$ cat src/rtl/psram_pkg.sv
// Shared types and constants for the PSRAM read-return path.
package psram_pkg;

   typedef enum logic [1:0] {
      IDLE  = 2'd0,
      FILL  = 2'd1,
      DRAIN = 2'd2
   } rd_pack_state_e;

   localparam int unsigned PSRAM_BEAT_BYTES = 8;

endpackage

$ cat src/rtl/psram_rd_fifo.sv
// Synchronous beat FIFO; the caller only pushes when there is room or a pop
// happens in the same cycle, and only pops when the FIFO is not empty.
module psram_rd_fifo #(
   parameter int unsigned DATA_WIDTH = 64,
   parameter int unsigned FIFO_DEPTH = 4
) (
   input  logic                          clk_i,
   input  logic                          rst_i,
   input  logic                          push_i,
   input  logic [DATA_WIDTH-1:0]         data_i,
   input  logic                          pop_i,
   output logic [DATA_WIDTH-1:0]         data_o,
   output logic                          full_o,
   output logic                          empty_o,
   output logic [$clog2(FIFO_DEPTH):0]   cnt_o
);

   localparam int unsigned PTR_W = $clog2(FIFO_DEPTH);
   localparam int unsigned CNT_W = PTR_W + 1;

   logic [DATA_WIDTH-1:0] mem_q [FIFO_DEPTH];
   logic [DATA_WIDTH-1:0] mem_d [FIFO_DEPTH];
   logic [PTR_W-1:0]      wr_ptr_q, wr_ptr_d;
   logic [PTR_W-1:0]      rd_ptr_q, rd_ptr_d;
   logic [CNT_W-1:0]      cnt_q, cnt_d;

   always_comb begin
      mem_d    = mem_q;
      wr_ptr_d = wr_ptr_q;
      rd_ptr_d = rd_ptr_q;
      cnt_d    = cnt_q;
      if (push_i) begin
         mem_d[wr_ptr_q] = data_i;
         wr_ptr_d        = wr_ptr_q + PTR_W'(1);
      end
      if (pop_i) begin
         rd_ptr_d = rd_ptr_q + PTR_W'(1);
      end
      case ({push_i, pop_i})
         2'b10:   cnt_d = cnt_q + CNT_W'(1);
         2'b01:   cnt_d = cnt_q - CNT_W'(1);
         default: cnt_d = cnt_q;
      endcase
   end

   always_ff @(posedge clk_i) begin
      if (rst_i) begin
         mem_q    <= '{default: '0};
         wr_ptr_q <= '0;
         rd_ptr_q <= '0;
         cnt_q    <= '0;
      end else begin
         mem_q    <= mem_d;
         wr_ptr_q <= wr_ptr_d;
         rd_ptr_q <= rd_ptr_d;
         cnt_q    <= cnt_d;
      end
   end

   assign data_o  = mem_q[rd_ptr_q];
   assign full_o  = (cnt_q == CNT_W'(FIFO_DEPTH));
   assign empty_o = (cnt_q == '0);
   assign cnt_o   = cnt_q;

endmodule

$ cat src/rtl/psram_rd_packer.sv
// Packs PSRAM read bytes little-endian into beats and returns them over rvalid/rready.
// Optional PSRAM_RD_OFFSET_EN adds off_i: leading bytes consumed but not packed.
module psram_rd_packer
   import psram_pkg::*;
#(
   parameter int unsigned DATA_WIDTH = PSRAM_BEAT_BYTES * 8,
   parameter int unsigned FIFO_DEPTH = 4,
   parameter int unsigned LEN_WIDTH  = 8
) (
   input  logic                  clk_i,
   input  logic                  rst_i,
   input  logic                  start_i,
   input  logic [LEN_WIDTH-1:0]  len_i,
   input  logic                  byte_vld_i,
   input  logic [7:0]            byte_i,
   output logic                  byte_rdy_o,
   output logic                  rvalid_o,
   output logic [DATA_WIDTH-1:0] rdata_o,
   output logic                  rlast_o,
   input  logic                  rready_i,
   output logic                  busy_o,
   output logic                  done_o,
   output logic                  ovf_o
`ifdef PSRAM_RD_OFFSET_EN
   ,
   input  logic [$clog2(DATA_WIDTH/8)-1:0] off_i
`endif
);

   localparam int unsigned BEAT_BYTES = DATA_WIDTH / 8;
   localparam int unsigned IDX_W      = $clog2(BEAT_BYTES);
   localparam int unsigned CNT_W      = $clog2(FIFO_DEPTH) + 1;
   localparam int unsigned BC_W       = LEN_WIDTH + 1;

   rd_pack_state_e        state_q, state_d;
   logic [LEN_WIDTH-1:0]  len_q, len_d;
   logic [IDX_W-1:0]      idx_q, idx_d;
   logic [IDX_W-1:0]      skip_q, skip_d;
   logic [DATA_WIDTH-1:0] pack_q, pack_d;
   logic [BC_W-1:0]       push_cnt_q, push_cnt_d;
   logic [BC_W-1:0]       pop_cnt_q, pop_cnt_d;
   logic                  ovf_q, ovf_d;
   logic                  done_q, done_d;

   logic                  push, pop, completing;
   logic                  fifo_full, fifo_empty;
   logic [CNT_W-1:0]      fifo_cnt;
   logic [DATA_WIDTH-1:0] push_data, head;
   logic [BC_W-1:0]       last_cnt;
   logic [IDX_W-1:0]      off;

`ifdef PSRAM_RD_OFFSET_EN
   assign off = off_i;
`else
   assign off = '0;
`endif

   assign last_cnt   = {1'b0, len_q};
   assign completing = (idx_q == IDX_W'(BEAT_BYTES - 1));
   assign pop        = !fifo_empty && rready_i;
   assign push_data  = {byte_i, pack_q[DATA_WIDTH-9:0]};

   // Next-state: burst control, byte packing and beat accounting
   always_comb begin
      state_d    = state_q;
      len_d      = len_q;
      idx_d      = idx_q;
      skip_d     = skip_q;
      pack_d     = pack_q;
      push_cnt_d = push_cnt_q;
      pop_cnt_d  = pop_cnt_q;
      ovf_d      = ovf_q;
      done_d     = 1'b0;
      push       = 1'b0;

      if (pop) begin
         pop_cnt_d = pop_cnt_q + BC_W'(1);
      end

      case (state_q)
         IDLE: begin
            if (start_i) begin
               state_d    = FILL;
               len_d      = len_i;
               idx_d      = '0;
               skip_d     = off;
               push_cnt_d = '0;
               pop_cnt_d  = '0;
               ovf_d      = 1'b0;
            end
         end
         FILL: begin
            if (byte_vld_i) begin
               if (skip_q != '0) begin
                  skip_d = skip_q - IDX_W'(1);
               end else if (completing && fifo_full && !pop) begin
                  // No room for the finished beat: drop the byte, hold the index
                  ovf_d = 1'b1;
               end else begin
                  pack_d[{idx_q, 3'b000} +: 8] = byte_i;
                  idx_d = idx_q + IDX_W'(1);
                  if (completing) begin
                     push       = 1'b1;
                     push_cnt_d = push_cnt_q + BC_W'(1);
                     if (push_cnt_q == last_cnt) begin
                        state_d = DRAIN;
                     end
                  end
               end
            end
         end
         DRAIN: begin
            if (pop && (pop_cnt_q == last_cnt)) begin
               state_d = IDLE;
               done_d  = 1'b1;
            end
         end
         default: state_d = IDLE;
      endcase
   end

   always_ff @(posedge clk_i) begin
      if (rst_i) begin
         state_q    <= IDLE;
         len_q      <= '0;
         idx_q      <= '0;
         skip_q     <= '0;
         pack_q     <= '0;
         push_cnt_q <= '0;
         pop_cnt_q  <= '0;
         ovf_q      <= 1'b0;
         done_q     <= 1'b0;
      end else begin
         state_q    <= state_d;
         len_q      <= len_d;
         idx_q      <= idx_d;
         skip_q     <= skip_d;
         pack_q     <= pack_d;
         push_cnt_q <= push_cnt_d;
         pop_cnt_q  <= pop_cnt_d;
         ovf_q      <= ovf_d;
         done_q     <= done_d;
      end
   end

   psram_rd_fifo #(
      .DATA_WIDTH (DATA_WIDTH),
      .FIFO_DEPTH (FIFO_DEPTH)
   ) u_fifo (
      .clk_i   (clk_i),
      .rst_i   (rst_i),
      .push_i  (push),
      .data_i  (push_data),
      .pop_i   (pop),
      .data_o  (head),
      .full_o  (fifo_full),
      .empty_o (fifo_empty),
      .cnt_o   (fifo_cnt)
   );

   assign byte_rdy_o = (state_q == FILL) && (fifo_cnt < CNT_W'(FIFO_DEPTH));
   assign rvalid_o   = !fifo_empty;
   assign rdata_o    = head;
   assign rlast_o    = rvalid_o && (pop_cnt_q == last_cnt);
   assign busy_o     = (state_q != IDLE);
   assign done_o     = done_q;
   assign ovf_o      = ovf_q;

endmodule

$ cat config.mk
export PLATFORM = sky130hd
export DESIGN_NAME = psram_rd_packer
export DESIGN_NICKNAME = d
export VERILOG_FILES = /design/src/rtl/psram_pkg.sv /design/src/rtl/psram_rd_fifo.sv /design/src/rtl/psram_rd_packer.sv
export SDC_FILE = /design/constraint.sdc
export NUM_CORES = 1
export LEC_CHECK = 0
export CORE_MARGIN = 1
export CORE_UTILIZATION = 64
export DETAILED_ROUTE_END_ITERATION = 6
export PLACE_DENSITY = 0.88
export SYNTH_ARGS = -nofsm -noshare
export SYNTH_HDL_FRONTEND = slang
export SYNTH_SLANG_ARGS = --single-unit
$ cat constraint.sdc
create_clock -name clk_i -period 6.4 [get_ports clk_i]
set_input_delay 1.92 -clock clk_i [delete_from_list [all_inputs] [get_ports clk_i]]
set_output_delay 1.92 -clock clk_i [all_outputs]
set_load 0.02 [all_outputs]
Yosys cells after proc, flatten, opt, wreduce, memory -nomap -nowiden
Index checks and enable logic that the tools add are counted. Widths: inputs -> output; s select.

Register bits: 363. Output and inout bits: 70. Word-level logic and storage cells: 120.

$add $sub $neg: 9. Order comparisons: 4. Equality and inequality tests: 17. Shift-type cells: 2. Mux-type cells: 44. Bitwise gates (word level): 5. Reduce and logical (&&, ||, !) cells: 23.

Operators by type and width (count): $bwmux 256 (1); $mux 64 (3); $bmux 64 s2 (1); $demux 64 s2 (1); $mux 9 (8); $bwmux 64 (1); $shift 8x8->64 const A (1); $shiftx 8x8->64 (1); $add 9x1->9 const B (2); $eq 9x8->1 (2); $mux 3 (6); $ne 2x2->1 const B (9); $pmux 3 s2 (3); $pmux 9 s2 (1); $mux 2 (7); $mux 1 (10); $reduce_and 5->1 (2); $neg 6->8 (1); $reduce_and 4->1 (2); $logic_and 1x1->1 (7); $reduce_and 7->1 (1); $add 3x1->3 const B (2); $eq 3x3->1 const B (2); $ge 3x3->1 const B (2); other kinds (18) (28).

Logic depth before layout (Yosys ltp)
Gate-level depths: netlist (run 1).

Depth in word-level cells: 11. Mapped depth: 12. Gate-level depth less buffers: 11.

By module
From an unflattened synthesis (run 1), not the netlist that was laid out.

Cells, all modules: 1667. Area total of the unflattened synthesis: 14734.1 µm².

Modules (own cells, without submodules): psram_rd_fifo (instances 1, cells each 1231, area each 10772.8 µm², seq. area each 5265.0 µm²); psram_rd_packer (instances 1, cells each 436, area each 3961.3 µm², seq. area each 1841.8 µm²).

Worst setup path after synthesis (run 1)
No wires, ideal clock.

Kind: input to register. Start point: input rready_i. End point: register u_fifo.cnt_q[2] (netlist: u_fifo.cnt_o[2]). Setup time: 0.070 ns. Data arrival time: 3.891 ns. Slack: 2.438 ns. Stages: 9. Path through: or4b_4 buf_6 nand3_1 ha_1 inv_1 fa_1 xor2_1 or3_1 a21oi_1.

Longest elaborated chain between the ends: 9.

Ends and longest elaborated chain: start, declared (line psram_rd_packer.sv:20) `input logic rready_i,`; $logic_and 1x1->1 * (line psram_rd_packer.sv:60) `assign pop = !fifo_empty && rready_i;`; $logic_not 1->1 (line psram_rd_packer.sv:96) `end else if (completing && fifo_full && !pop) begin`; $logic_and 1x1->1 (line psram_rd_packer.sv:96); $mux 1 (line psram_rd_packer.sv:96); $mux 1 (line psram_rd_packer.sv:94) `if (skip_q != '0) begin`; $mux 1 (line psram_rd_packer.sv:93) `if (byte_vld_i) begin`; $mux 1 (line psram_rd_packer.sv:80) `case (state_q)`; $eq 2x1->1 or $eq 2x2->1 (tied branches) (line psram_rd_fifo.sv:39) `case ({push_i, pop_i})`; $pmux 3 s2 or $reduce_bool 2->1 (tied branches); end signal, assigned (line psram_rd_fifo.sv:56) `cnt_q <= cnt_d;`; end, declared (line psram_rd_fifo.sv:25) `logic [CNT_W-1:0] cnt_q, cnt_d;`.

Every way passes the cells marked *; elsewhere a longest branch is shown, timed or not. A chain may end at the register's enable or synchronous reset.

Worst setup path in the final report (run 1)
Start point: register u_fifo.rd_ptr_q[1]. End point: output rdata_o[38].

Longest elaborated chain between the ends: 4.

Ends and longest elaborated chain: start, declared (line psram_rd_fifo.sv:24) `logic [PTR_W-1:0] rd_ptr_q, rd_ptr_d;`; start signal, assigned (line psram_rd_fifo.sv:55) `rd_ptr_q <= rd_ptr_d;`; $not 2->3 (implied by the code) (line psram_rd_fifo.sv:60) `assign data_o = mem_q[rd_ptr_q];`; $bmux 64 s2 (line psram_rd_fifo.sv:60); $mux 64 (implied by the code) (2 in series) (line psram_rd_fifo.sv:60); end, declared (line psram_rd_packer.sv:18) `output logic [DATA_WIDTH-1:0] rdata_o,`.

No other way between the ends. The select of a mux whose other input is x is not followed.

==> impl_metrics.toml, run 1 <==
[run_status]
status = "finished, final reports clean"

[global_routing]
grt_max_degree = 202
grt.total_usage = 0.323
antenna_found_initial = 0
grt_pass1_vias = 12656
overflow = 0
grt_pass1_wl_um = 62700

[yosys]
synth_largest_area_cell = "dfxtp_1"
synth.area.top_cells = "dfxtp_1 47%, nand2_1 14%, mux4_2 9.4%"
syn-instance-count = 1713
ys_warn_count = 0
ys_seq_elements = 355
dominantRegCellSynth = "dfxtp_1"
synth-async-reset-ratio = 0
netlist_area_um2 = 15300
yosysSeqAreaShare = 0.466
yosys.area.top_type_share = 0.466
syn_nets = 1750
synth_cell_types = 59
ys_top_cells_by_count = "561 x nand2_1, 355 x dfxtp_1, 286 x a21oi_1"
synth.most_common_cell = "nand2_1"
synth_edf_count = 0
syn_avg_cell_area_um2 = 8.91

[floorplan]
rows = 56
start_util = 0.652
die-area_um2 = 24500
io_pins = 91
fp.coreArea_um2 = 23400
die_h_um = 156
die_x_um = 156

[critical_path]
cp_data_arrival_time_ns = 2.96
worst_path_dominant_cell_family = "buffers and inverters"
crit_fanout = 30
required_ns = 4.48
cpPeakStageDelay_ns = 0.91
path_class = "reg -> out"
crit_path_end_kind = "primary output"
crit_chain = "buf_4 > mux4_2 > clkdlybuf4s50_1"
critPathBufInv = 2
start_kind = "flip-flop"
slowest_stage = "dfxtp_2"

[detailed_routing]
drc = 0
drtIter0Drc = 1446
wl_per_cell_um = 19.1
drt_pass1_iterations = 6
vias = 12744
routed_via_density = 6.16
wl_um = 39600
ant_nets = 0

[clock_network]
clk_latency_ns = 0.53
cts.htree.levels = 2
hold_buffers = 0
cts_root_buffer = "clkbuf_16"
cts.path.max_buffers = 3
cts_tree = "done"
cts_setup_buffers = 0
cts_inserted_buffers = 37
clk_pin_slew_ns = 0.06
cts.repair.resized = 0
cts.sinks = 355

[timing]
timing.final.crit_share = 0.763
slew_violations = 0
finClkSkew_ns = 0.0274
grt_setup_unrepaired = "no"
finalHoldViolations = 0
worst_pin_slew_ns = 1.25
slew_headroom = 0.152
min_period_ns = 4.88
finalSetupTns_ns = 0
setup_violations = 0
fmax_ghz = 0.205

[placement]
port-buffer-count = 90
dpl.hpwl_um = 22400
placed_area_um2 = 15900
place.gp.congestion = 0.889

[power_and_ir_drop]
ir_drop_v = 0.000169
power_density_nw_per_um2 = 267
p_sw_frac = 0.214
p_seq_frac = 0.485
netSwitchingPower_mw = 0.983
power.leakage_nw = 5.64
p_int_mw = 3.61
share_comb_of_total_power = 0.027
power_frac_clock = 0.488

[final_layout]
n_antenna_cell = 0
drive_gt1_frac = 0.0914
finalInstanceArea_um2 = 17200
nets = 1761
syn_to_final_growth_pct = 12.8

[job]
drv_cap = 0

[min_path]
hp-class = "reg -> reg"
-- path summary, 6_finish.rpt --
path,startpoint,endpoint,slack (ns),cells past startpoint
hold reg to reg,u_fifo.mem_q[240]$_SDFFE_PP0P_,u_fifo.mem_q[240]$_SDFFE_PP0P_,0.45,2
hold / removal,u_fifo.mem_q[240]$_SDFFE_PP0P_,u_fifo.mem_q[240]$_SDFFE_PP0P_,0.45,2
setup reg to reg,idx_q[0]$_SDFFE_PP0P_,u_fifo.mem_q[141]$_SDFFE_PP0P_,3.10,6
setup / recovery,u_fifo.rd_ptr_q[1]$_SDFFE_PP0N_,rdata_o[38],1.52,3
-- power groups by stage --
stage,Sequential [mW],Combinational [mW],Clock (mW)
after floorplan,2.27,0.0893,0
after global placement,2.27,0.120,0
after detailed placement,2.27,0.122,0
after CTS,2.22,0.123,2.25
after global routing,2.22,0.134,2.34
final,2.23,0.126,2.24
-- cells by family after synthesis --
kind of cell | share of synthesized area
AND/OR/NAND/NOR | 0.208
flip-flops | 0.466
AO/OA/AOI/OAI | 0.115
buffers and inverters | 0.0552
multiplexers | 0.127
XOR/XNOR | 0.0155
adder cells (fa/ha/maj) | 0.0136
-- cell type report --
type	instances	area, µm²
multi-input combinational	1207	7320
sequential	355	7110
fill	1600	6200
clock buffer	57	1140
timing repair buffer	102	1020
tap	319	399
clock inverter	9	133
inverter	21	78.8
-- layout by cell type, fill, tap and decap left out, drive strengths merged, types with 3 or more instances in the layout --
master         count
a2111oi            3
a211oi             3
a21oi            286
and4               5
buf               13
bufinv             3
clkbuf            57
clkdlybuf4s50     89
clkinv             3
dfxtp            355
ha                15
inv               23
mux2i             50
mux4              64
nand2            562
nand2b            49
nand3             14
nand3b             6
nand4             14
nor2              36
nor2b              3
nor3               9
nor3b              3
nor4               3
o21ai             11
o31ai              7
or3                5
or4                7
xnor2             14
xor2              13
-- stage by stage --
| stage | instances | util | setup slack (ns) | power, mW | hold WS (ns) |
|---|---|---|---|---|---|
| 2_1_floorplan | 1713 | - | 2.44 | 2.36 | 0.433 |
| 3_3_place_gp | 2004 | 0.681 | 1.83 | 2.39 | 0.438 |
| 3_5_place_dp | 2004 | 0.681 | 1.79 | 2.40 | 0.443 |
| 4_1_cts | 2070 | 0.735 | 1.55 | 4.59 | 0.451 |
| 5_1_grt | 2070 | 0.735 | 1.47 | 4.70 | 0.465 |
| 6_report | 2070 | 0.735 | 1.52 | 4.59 | 0.454 |
-- layer usage --
metal,GRT usage,part of all wire
met1,0.382,0.39
met2,0.561,0.50
met3,0.0562,0.075
met4,0.173,0.039
met5,0,0
-- registers in the layout, summed over array words and instances (netlist names) --
| name | flops |
|---|---|
| ovf_o | 1 |
| idx_q | 3 |
| push_cnt_q | 9 |
| u_fifo.wr_ptr_q | 2 |
| len_q | 8 |
| done_o | 1 |
| pop_cnt_q | 9 |
| state_q | 2 |
| u_fifo.cnt_o | 3 |
| pack_q | 56 |
| u_fifo.rd_ptr_q | 2 |
| skip_q | 3 |
| u_fifo.mem_q | 256 |
-- worst reg2reg max path, cell delays in order, from the launching register on --
cell     delay, ns
dfxtp_1       0.56
ha_1          0.31
ha_1          0.84
nand4_2       0.72
buf_4         0.51
nand2_1       0.13
a21oi_1       0.07
Power figures use the tool's default switching activity.
==> inputs of run 2 (changes only) <==
--- a/config.mk
+++ b/config.mk
@@ -6,9 +6,9 @@
 export NUM_CORES = 1
 export LEC_CHECK = 0
 export CORE_MARGIN = 1
-export CORE_UTILIZATION = 64
+export CORE_UTILIZATION = 59
 export DETAILED_ROUTE_END_ITERATION = 6
-export PLACE_DENSITY = 0.88
+export PLACE_DENSITY = 0.82
 export SYNTH_ARGS = -nofsm -noshare
 export SYNTH_HDL_FRONTEND = slang
 export SYNTH_SLANG_ARGS = --single-unit
==> constraint.sdc (replaced) <==
create_clock -name clk_i -period 4.6 [get_ports clk_i]
set_input_delay 1.38 -clock clk_i [delete_from_list [all_inputs] [get_ports clk_i]]
set_output_delay 1.38 -clock clk_i [all_outputs]
set_load 0.02 [all_outputs]
==> run 2 against run 1 <==
Via count down 2.6%; register-to-register slack worse by 1.8 ns; hold slack lost 0.0025 ns; critical path depth unchanged; clock skew fell by 0.015 ns; clock-buffer cell count rose by 1; cell area is 0.15% higher; global-route usage down 3.3 points; clock power increased by 29%; setup slack lost 0.95 ns.
==> impl_metrics.toml, run 2 (synthesized netlist as in run 1, its figures left out) <==
[detailed_routing]
vias = 12411
routed_via_density = 5.94
wl_um = 38300
ant_nets = 0
drc = 0
wl_per_cell_um = 18.3
drtIter0Drc = 1241
drt_pass1_iterations = 5

[critical_path]
rr_endpoint = "u_fifo.cnt_o[2]$_SDFFE_PP0P_"
cpPeakStageDelay_ns = 0.65
cp_data_arrival_time_ns = 2.65
reg2regPathDepth = 9
crit_path_end_kind = "primary output"
cp.depth = 3
required_ns = 3.22
crit_end = "rdata_o[47]"
path_class = "reg -> out"
crit_fanout = 21
critPathLaunch = "u_fifo.rd_ptr_q[0]$_SDFFE_PP0N_"
reg2reg_slack_ns = 1.34
crit_chain = "buf_4 > mux4_2 > clkdlybuf4s50_1"
critPathBufInv = 2
timing.rr.start = "idx_q[0]$_SDFFE_PP0P_"
start_kind = "flip-flop"
slowest_stage = "dfxtp_4"
worst_path_dominant_cell_family = "buffers and inverters"

[timing]
min_period_ns = 4.03
worst_pin_slew_ns = 1.08
finClkSkew_ns = 0.0122
slew_headroom = 0.267
grt_setup_unrepaired = "no"
hold_slack_ns = 0.452
finalSetupTns_ns = 0
slew_violations = 0
fmax_ghz = 0.248
worst_slack_ns = 0.566
setup_violations = 0
timing.final.crit_share = 0.877
finalHoldViolations = 0

[power_and_ir_drop]
ir_drop_v = 0.000235
p_seq_frac = 0.502
power.leakage_nw = 5.66
p_sw_frac = 0.214
power_density_nw_per_um2 = 358
p_int_mw = 4.85
total_power_mw = 6.17
share_comb_of_total_power = 0.028
power_frac_clock = 0.470
netSwitchingPower_mw = 1.32

[floorplan]
die_h_um = 163
die-area_um2 = 26500
fp.coreArea_um2 = 25300
die_x_um = 163
io_pins = 91
rows = 58
start_util = 0.604

[final_layout]
finalNonFillerCells = 2091
n_antenna_cell = 0
drive_gt1_frac = 0.0937
finish.utilization = 0.682
finalInstanceArea_um2 = 17200
layout_common_cells = "561 x nand2_1, 353 x dfxtp_1, 286 x a21oi_1, 89 x clkdlybuf4s50_1, 64 x mux4_2"
layout_commonest_cell = "nand2_1"
final-seq-area_um2 = 7110
syn_to_final_growth_pct = 12.9
largestRegisters = "u_fifo.mem_q x256, pack_q x56"
largest_register = "u_fifo.mem_q"
multi_input_area_um2 = 7310
largest_register_ffs = 256
nets = 1772
fill_cells = 1923

[global_routing]
grt_max_degree = 153
overflow = 0
antenna_found_initial = 0
grt.total_usage = 0.290
grt_pass1_vias = 12345
grt_pass1_wl_um = 61600

[clock_network]
cts.htree.levels = 2
cts.sinks = 355
clk_pin_slew_ns = 0.06
clk_latency_ns = 0.53
hold_buffers = 0
cts.path.max_buffers = 3
cts_tree = "done"
cts_setup_buffers = 0
cts.repair.resized = 0
cts_root_buffer = "clkbuf_16"
cts_inserted_buffers = 37

[placement]
placed_area_um2 = 16100
dp.cells = 2026
place.gp.congestion = 0.845
pre_cts_ws_ns = 0.503
port-buffer-count = 90
dpl.hpwl_um = 22700

[job]
drv_cap = 0

[min_path]
hp-class = "reg -> reg"

[run_status]
status = "finished, final reports clean"
[run 2: cell count changes in the layout (fill, tap and decap cells not counted), moves of 3 or more]
cell | before | now
and4_2 | 0 | 4
buf_12 | 2 | 5
and4_4 | 4 | 0
buf_4 | 10 | 18
clkbuf_1 | 8 | 13
clkbuf_8 | 10 | 6
[run 2: worst min path at each step]
stage,depth (start not counted),slack [ns],startpoint,end
2_1_floorplan,2,0.43,u_fifo.mem_q[100]$_SDFFE_PP0P_,u_fifo.mem_q[100]$_SDFFE_PP0P_
5_1_grt,2,0.46,u_fifo.mem_q[190]$_SDFFE_PP0P_,u_fifo.mem_q[190]$_SDFFE_PP0P_
6_report,2,0.45,u_fifo.mem_q[101]$_SDFFE_PP0P_,u_fifo.mem_q[101]$_SDFFE_PP0P_
3_3_place_gp,2,0.44,u_fifo.mem_q[160]$_SDFFE_PP0P_,u_fifo.mem_q[160]$_SDFFE_PP0P_
4_1_cts,2,0.45,u_fifo.mem_q[80]$_SDFFE_PP0P_,u_fifo.mem_q[80]$_SDFFE_PP0P_
3_5_place_dp,2,0.45,u_fifo.mem_q[80]$_SDFFE_PP0P_,u_fifo.mem_q[80]$_SDFFE_PP0P_
[run 2: cell type report]
cell class,instances,area share
inverters,21,0.00457
clock inverters,7,0.00385
multi-input cells,1207,0.424
well taps,330,0.0240
clock buffers,58,0.0643
flip-flops and latches,355,0.413
repair buffers,113,0.0662
[run 2: power groups by stage]
stage | Combinational, mW | Sequential (mW) | Clock (mW)
after floorplan | 0.124 | 3.16 | 0
after global placement | 0.169 | 3.16 | 0
after detailed placement | 0.171 | 3.16 | 0
after CTS | 0.173 | 3.10 | 2.93
after global routing | 0.188 | 3.10 | 3.07
final | 0.176 | 3.10 | 2.90
[run 2: worst register-to-register path, delay by kind of cell, from the launching register on]
| kind | cells | cell delay [ns] |
|---|---|---|
| adder cells (fa/ha/maj) | 4 | 1.66 |
| XOR/XNOR | 1 | 0.07 |
| AO/OA/AOI/OAI | 1 | 0.14 |
| buffers and inverters | 1 | 0.08 |
| AND/OR/NAND/NOR | 2 | 0.69 |
| flip-flops | 1 | 0.55 |
[run 2: routing by layer]
layer | vias up | share of wire | track usage
met4 | 0 | 0.027 | 0.116
met1 | 6033 | 0.41 | 0.362
met5 | - | 0 | 0
met3 | 74 | 0.067 | 0.0466
li1 | 5829 | - | -
met2 | 475 | 0.50 | 0.500
